===== config.mk =====
export PLATFORM = sky130hd
export DESIGN_NAME = if_id_stage_reg
export DESIGN_NICKNAME = d
export VERILOG_FILES = /design/src/rtl/if_id_stage_reg.sv
export SDC_FILE = /design/constraint.sdc
export NUM_CORES = 1
export LEC_CHECK = 0
export ABC_AREA = 1
export CAP_MARGIN = 20
export CORE_ASPECT_RATIO = 0.6
export CORE_MARGIN = 5
export CORE_UTILIZATION = 47
export DETAILED_ROUTE_END_ITERATION = 7
export PLACE_DENSITY = 0.78
export SLEW_MARGIN = 20
export SYNTH_ARGS = -nofsm -noshare
export SYNTH_HDL_FRONTEND = slang
export SYNTH_SLANG_ARGS = --single-unit

===== constraint.sdc =====
create_clock -name clk -period 2.2 [get_ports clk]
set_input_delay 0.55 -clock clk [delete_from_list [all_inputs] [get_ports clk]]
set_output_delay 0.55 -clock clk [all_outputs]
set_load 0.005 [all_outputs]

===== src/rtl/if_id_stage_reg.sv =====
// IF/ID pipeline register for the 64-bit ARM pipeline.
// Holds the fetched instruction, its PC and a valid bit, detects load-use
// hazards against the decode slot, applies branch-taken flushes, and keeps
// saturating stall/flush event counters for performance debug.
module if_id_stage_reg #(
  parameter int          CNT_W     = 32,
  parameter logic [31:0] NOP_INSTR = 32'hD503201F
) (
  input  logic             clk,
  input  logic             rst,
  input  logic [31:0]      if_instruction,
  input  logic [63:0]      if_pc,
  input  logic             pc_src,
  input  logic             ex_mem_read,
  input  logic [4:0]       ex_rd,
  output logic             pc_write,
  output logic [31:0]      id_instruction,
  output logic [63:0]      id_pc,
  output logic             id_valid,
  output logic             ex_bubble,
  output logic [CNT_W-1:0] stall_count,
  output logic [CNT_W-1:0] flush_count
);

  localparam logic [CNT_W-1:0] CNT_ONE = {{(CNT_W-1){1'b0}}, 1'b1};
  localparam logic [CNT_W-1:0] CNT_MAX = {CNT_W{1'b1}};
  localparam logic [4:0]       XZR     = 5'd31;

  logic [4:0] rn;
  logic [4:0] rm;
  logic [4:0] rt;
  logic       is_stur;
  logic       is_cbz;
  logic       uses_rt;
  logic       src_match;
  logic       hazard;
  logic       flush;
  logic       stall;

  assign rn      = id_instruction[9:5];
  assign rm      = id_instruction[20:16];
  assign rt      = id_instruction[4:0];
  assign is_stur = (id_instruction[31:21] == 11'b11111000000);
  assign is_cbz  = (id_instruction[31:24] == 8'b10110100);
  assign uses_rt = is_stur | is_cbz;

  // Load-use hazard on the decode slot; rm is always compared (false stalls
  // are harmless), and XZR never creates a dependency.
  always_comb begin
    src_match = (ex_rd == rn) | (ex_rd == rm) | (uses_rt & (ex_rd == rt));
    hazard    = id_valid & ex_mem_read & (ex_rd != XZR) & src_match;
  end

  // A taken branch overrides a stall: the stalled instruction is discarded anyway.
  assign flush     = pc_src;
  assign stall     = hazard & ~flush;
  assign pc_write  = ~stall;
  assign ex_bubble = stall;

  // Decode slot: flush inserts a NOP, stall holds, otherwise capture fetch.
  always_ff @(posedge clk or negedge rst) begin
    if (!rst) begin
      id_instruction <= NOP_INSTR;
      id_pc          <= 64'd0;
      id_valid       <= 1'b0;
    end else if (flush) begin
      id_instruction <= NOP_INSTR;
      id_pc          <= if_pc;
      id_valid       <= 1'b0;
    end else if (!stall) begin
      id_instruction <= if_instruction;
      id_pc          <= if_pc;
      id_valid       <= 1'b1;
    end
  end

  // Event counters saturate at all-ones so a long run never reads back as small.
  always_ff @(posedge clk or negedge rst) begin
    if (!rst) begin
      stall_count <= '0;
      flush_count <= '0;
    end else begin
      if (flush && (flush_count != CNT_MAX)) begin
        flush_count <= flush_count + CNT_ONE;
      end
      if (stall && (stall_count != CNT_MAX)) begin
        stall_count <= stall_count + CNT_ONE;
      end
    end
  end

endmodule


==> impl_results.md, run 1 <==
- Run status: finished with violations
- Failing checks: setup timing
- Min-delay worst type: in -> async
- Worst slack, placed: -0.7693 ns
- Pint: 0.005304 W
- Non-Filler Instances: 1643
- Final Routed Wirelength: between 20 and 30 mm
- Critical Path Fanout Max: 3
- Post-synth top cells: nand2_1 (531), dfrtp_1 (148), nor2_1 (91), nand3_1 (73), inv_1 (50)
- Final setup viols: 2
- Top cell type's share of synthesized area: 44.75%
- Total Power: approximately 0.0073 W
- Worst Setup End Kind: output pin
- Worst path arrival time: roughly 1.8 ns
- Slew Viols, Final: 0
- Area grow syn2layout: 45.55%
- Number of placement rows: 37
- VDD IR max: 400.3 µV
- Vias per cell: 5.072
- Detailed Routing Iterations Pass 1: 6
- Leak: 5.623 nW
- Post-route setup slack: -0.1228 ns
- Least-Margin Pin Slew: 0.5229 ns
- Power share of the combinational group: 15.2%
- PD cells: 607.4 nW/µm²
- Post-Syn Area: slightly above 8000 µm²
- Setup_tns: -0.2278 ns
- CP Class: reg -> out
- Number of flops mapped to enable cells by yosys: 0
- Crit path cell chain: xnor2_2 > nand2_1 > nor2_1 > nand3_1 > nand2_2 > nand2_4 > inv_4 > buf_6
- R2R depth: 10
- GRT busiest layer: met2
- Cells after DPL: approximately 1600
- Clock power share: between 30% and 40%
- M2 GR Usage: between 30% and 40%
- Synth Register Bits: around 160
- Final worst-path cycle share: 105.6%
- HPWL Detailed: between 15 and 20 mm
- Initial cell density of the core: 48.05%
- PortBufs: 267
- Synthesized Nets: approximately 1200
- Flop pwr share: between 40 and 50%
- Share of layout cells above drive strength 1: slightly below 8%
- Worst Hold Slack: approximately 0.043 ns
- Area of the multi-input gates: roughly 3800 µm²
- Async SR Flop Fraction: 100.0%
- Synth warn: 0
- Gr usage total: approximately a quarter
- DRC viols: 0
- Clock skew: around 0.018 ns
- Post-synth top flop: dfrtp_1
- Largest net degree at the start of global routing: 89
- GPL Wtd Cong: 0.9384
- TritonCTS clock tree: yes
- Antenna violations before repair: 2
- Number of fillers in the final layout: about 1400
- Unique masters post-synth: 27
- Root Buffer: clkbuf_16
- GR Util met1: between 30% and 40%
- Global-route wire length before repair: 41.95 mm
- Most frequent cell after synthesis: nand2_1
- Worst EP required: approximately 1.7 ns
- Die area: slightly above 20000 µm²
- Clock Latency Late Sink: approximately 0.42 ns
- Switching Fraction: around 28%
- Routed via count: ~8300
- Vias in the first global route: slightly above 8000
- Worst stage delay on the critical path: ~0.56 ns
- Cell taking the most area after synthesis: dfrtp_1
- Syn Area/Cell: ~7.5 µm²
- Synth Instances: about 1100
- Clk buf depth: 2
- Reg clk slew, reported paths: around 0.080 ns
- GRT Residual Overflow: 0
- Final Hold Vio Count: 0
- ANT nets after route: 0
- Slew headroom: about two thirds
- Core area: roughly 17000 µm²
- Io pins: approximately 270
- Startpoint Class: register
- RSZ-0062 raised after global routing: yes
- Clock sinks: ~160
- Hold-fix buffers, CTS: 0
- Peak Freq: 0.4305 GHz
- H-tree depth: 4
- Max-Cap Viols: 0
- Ranking of synthesized cells by area: dfrtp_1 (45%), nand2_1 (24%), nand3_1 (4.4%), dfstp_2 (4.1%), nor2_1 (4.1%)
- Met3 Usage GRT: under 10%
- Die height: approximately 110 µm
- Min Tclk post-route: around 2.3 ns
- CTS Buf Count: 17
- Final Net Count: 1502
- Die Wd: roughly 180 µm
- Sequential-to-total area share from yosys stat: 48.88%
- Initial drt markers: 791
- Wire per inst: between 15 and 20 µm
- Slowest CP cell: dfstp_2
- P_sw: 0.002013 W
- Storage cell area: 4045 µm²
==> registers in the layout, indices dropped and copies added (netlist names) <==
| register | cells |
|---|---|
| id_instruction | 32 |
| id_valid | 1 |
| flush_count | 32 |
| id_pc | 64 |
| stall_count | 32 |
==> power groups by stage <==
stage	clock network, W	logic (W)	registers, W
2_1_floorplan	0	0.000333	0.00334
3_3_place_gp	0	0.00108	0.00333
3_5_place_dp	0	0.00111	0.00334
4_1_cts	0.00295	0.00111	0.00329
5_1_grt	0.00312	0.00122	0.00332
6_report	0.00291	0.00111	0.00329
==> worst max-delay path, delay by kind of cell, from the launching register on <==
kind | cells | cell delay [ns]
buffers and inverters | 2 | 0.16
AND/OR/NAND/NOR | 5 | 0.52
XOR/XNOR | 1 | 0.11
flip-flops | 1 | 0.56
==> stage by stage <==
step,area (µm²),utilization [%]
after floorplan,8275,-
after global placement,11350,65.90
after detailed placement,11350,65.90
after CTS,11950,69.37
after global routing,12050,69.94
final,12050,69.94
==> per-layer routing <==
layer	wire length [µm]	up-vias	part of all wire (%)
met1	12300	3886	47
met4	498	2	1.9
met5	19	-	0.072
li1	-	4064	-
met3	2476	38	9.4
met2	11160	343	42
==> placed cells by master, fill, tap and decap left out, drive strengths merged <==
master / instances
dlygate4sd2: 5
dfstp: 13
or2: 1
clkbuf: 21
nand4: 41
clkinv: 1
xor2: 23
buf: 47
clkinvlp: 3
o21ai: 25
inv: 64
nand2: 533
nand3b: 15
nor3: 13
a31oi: 1
dfrtp: 148
nand3: 74
and3: 1
ha: 2
xnor2: 23
clkdlybuf4s50: 259
a21oi: 1
nor2: 94
diode: 1
==> logic make-up (layout without fill, tap and decap cells) <==
family,Yosys count,after routing,synth area share (%)
flops,161,161,48.88
other cells,0,1,0
xor+xnor,46,46,4.868
compound gates,27,27,1.724
fa+ha+maj,2,2,0.3023
buf+inv,100,400,5.640
simple gates,772,772,38.59
==> path summary, 6_finish.rpt <==
| check | from | end | slack, ns |
|---|---|---|---|
| max in group asynchronous | rst | id_instruction[1] | 1.47 |
| min in group clk | id_pc[59] | id_pc[59] | 0.47 |
| hold reg to reg | id_pc[59] | id_pc[59] | 0.47 |
| hold / removal | rst | stall_count[12] | 0.04 |
| setup / recovery | id_instruction[2] | ex_bubble | -0.12 |
| setup reg to reg | id_instruction[2] | stall_count[11] | 0.05 |
==> cell type report <==
| class | count | area share (%) |
|---|---|---|
| antenna | 1 | 0.02077 |
| clock inverter | 14 | 1.132 |
| timing repair buffer | 314 | 25.96 |
| clock buffer | 18 | 3.646 |
| inverter | 54 | 1.704 |
| tap | 234 | 2.431 |
| multi-input combinational | 847 | 31.53 |
| sequential | 161 | 33.58 |
==> what timing repair did <==
action,in CTS,in global routing
cloned,0,3
pin swaps,3,0
buffers inserted,3,0
setup endpoints to repair,101,128
hold endpoints to repair,0,0
resized for setup,17,11
(Power assumes the default switching activity.)
==> inputs of run 2 (changes only) <==
==> constraint.sdc (replaced) <==
create_clock -name clk -period 2.24 [get_ports clk]
set_input_delay 0.56 -clock clk [delete_from_list [all_inputs] [get_ports clk]]
set_output_delay 0.56 -clock clk [all_outputs]
set_load 0.005 [all_outputs]
==> run 2 against run 1 <==
- the flow still finishes with violations (setup timing)
- sequential power is 2% lower
- global-route usage is 0.30 points higher
- register-to-register slack better by 0.06 ns
- setup slack better by 0.049 ns
- first-iteration DRC count is 0.38% higher
- clock power hardly changed
- worst hold slack worse by 0.013 ns
- combinational power hardly changed
- count of clock-buffer cells in the layout is 1 lower
- total power is 1.0% lower
- sequential share of layout area is 0.17 points higher
==> impl_results.md, run 2 (synthesis gave the netlist of run 1 again) <==
- Post-route setup slack: -0.07417 ns
- Reg2reg setup slack: between 0.1 and 0.15 ns
- PD cells: just over 600 nW/µm²
- Worst path arrival time: 1.75 ns
- Number of fillers in the final layout: approximately 1400
- Critical path's top delay family: flip-flops
- Switching Fraction: between 20% and 30%
- Most frequent cells in the layout: nand2_1 (529), clkdlybuf4s50_1 (258), dfrtp_1 (148)
- Wire per inst: 16.12 µm
- Clk buf depth: 2
- Commonest non-fill, non-tap cell in the layout: nand2_1
- Final setup viols: 24
- Slew Viols, Final: 0
- Routed via count: 8393
- Die height: about 110 µm
- Area grow syn2layout: 44.81%
- Clock Latency Late Sink: approximately 0.42 ns
- GPL Wtd Cong: 0.9301
- Storage cell area: slightly above 4000 µm²
- Peak Freq: 0.4321 GHz
- VDD IR max: 448.0 µV
- ANT nets after route: 0
- Worst Path Buf+Inv: 2
- Max reg flops: between 60 and 70
- Final Routed Wirelength: 26.41 mm
- PortBufs: between 200 and 300
- Initial drt markers: just under 800
- Worst setup path start: id_instruction[2]
- HPWL Detailed: 19.27 mm
- Vias per cell: a little over 5
- Slowest CP cell: dfstp_2
- Clock sinks: between 150 and 200
- Worst Hold Slack: slightly below 0.03 ns
- H-tree depth: 4
- Critical Path Fanout Max: 3
- RSZ-0062 raised after global routing: yes
- Fin area: around 12000 µm²
- Placed cell area: 11340 µm²
- Non-Filler Instances: about 1600
- Failing checks: setup timing
- TritonCTS clock tree: yes
- GRT Residual Overflow: 0
- Setup_tns: -1.161 ns
- Clock power share: approximately two fifths
- Antenna violations before repair: 0
- Hold-fix buffers, CTS: 0
- Flop pwr share: about 45%
- DRC viols: 0
- Final Net Count: roughly 1500
- Largest net degree at the start of global routing: 67
- Die Wd: about 180 µm
- Cells after DPL: 1603
- Worst slack, placed: -0.7140 ns
- Min Tclk post-route: around 2.3 ns
- Worst Setup End Kind: output pin
- N_diodes: 0
- Share of layout cells above drive strength 1: around 7.6%
- Power share of the combinational group: about 15%
- Die area: roughly 20000 µm²
- Run status: finished with violations
- Gr usage total: between 20% and 30%
- Initial cell density of the core: 48.05%
- Vias in the first global route: around 8000
- Startpoint Class: register
- Slew headroom: 51.02%
- Worst stage delay on the critical path: 0.56 ns
- R2r startpoint: id_instruction[2]
- Root Buffer: clkbuf_16
- Io pins: roughly 270
- Final Hold Vio Count: 0
- Detailed Routing Iterations Pass 1: 5
- Clock skew: ~0.012 ns
- Crit path cell chain: xnor2_2 > nand2_1 > nor2_1 > nand3_1 > nand2_2 > nand2_4 > inv_2 > buf_6
- Max-Cap Viols: 0
- P_sw: 0.002048 W
- Core area: 17220 µm²
- Final worst-path cycle share: 103.3%
- Global-route wire length before repair: roughly 42 mm
- Least-Margin Pin Slew: 0.7347 ns
- Number of placement rows: 37
- Leak: about 5.6 nW
- Reg clk slew, reported paths: roughly 0.070 ns
- CTS Buf Count: 17
- Min-delay worst type: in -> async
- Pint: between 0.005 and 0.006 W
- Area of the multi-input gates: around 3800 µm²
- Register name with the most flops: id_pc
- CP Class: reg -> out
- Worst EP required: approximately 1.7 ns
-- run 2: layout make-up --
type / count / area share, %
clock inverter: 15 / 1.347
tap: 234 / 2.443
sequential: 161 / 33.75
multi-input combinational: 847 / 31.68
timing repair buffer: 310 / 25.54
clock buffer: 17 / 3.550
inverter: 54 / 1.691
-- run 2: repair_timing --
item | in CTS | in global routing
pin swaps | 4 | 6
setup buffers | 3 | 0
setup endpoints to repair | 98 | 102
gates resized for setup | 19 | 8
-- run 2: worst reg2reg max path, delay by kind of cell, from the launching register on --
family                    cells  cell delay, ns
buffers and inverters         2            0.69
and+or+nand+nor               7            0.67
DFF                           1            0.56
xor gates and xnor gates      1            0.10
-- run 2: final timing paths --
kind	depth (start not counted)	endpoint
worst max-delay path	8	ex_bubble
worst min-delay path	1	stall_count[19]
worst max register to register	10	stall_count[11]
worst min register to register	2	id_pc[27]
max in group asynchronous	2	id_instruction[30]
min in group clk	2	id_pc[27]
-- run 2: layer usage --
metal	track usage, %	wire length, µm	up-vias
met5	0	0	-
met4	6.347	381	0
met3	6.939	2582	29
met2	37.50	11550	390
met1	36.92	11900	3912
li1	-	-	4062
-- run 2: power by group through the flow --
stage / logic [W] / registers, W / clock network (W)
CTS: 0.00110 / 0.00323 / 0.00297
global route: 0.00119 / 0.00325 / 0.00310
floorplan: 0.000327 / 0.00328 / 0
global placement: 0.00106 / 0.00327 / 0
finish: 0.00109 / 0.00323 / 0.00292
detailed placement: 0.00109 / 0.00328 / 0
-- run 2: per-stage QoR --
step / power [W] / util [%]
2_1_floorplan: 0.003605 / -
3_3_place_gp: 0.004337 / 65.85
3_5_place_dp: 0.004365 / 65.85
4_1_cts: 0.007291 / 69.40
5_1_grt: 0.007548 / 69.59
6_report: 0.007241 / 69.59
==> inputs of run 3 (changes only) <==
==> constraint.sdc (replaced) <==
create_clock -name clk -period 2.2 [get_ports clk]
set_input_delay 0.55 -clock clk [delete_from_list [all_inputs] [get_ports clk]]
set_output_delay 0.55 -clock clk [all_outputs]
set_load 0.005 [all_outputs]
==> results of run 3 <==
Final layout, timing and power as in run 1 (identical DEF).
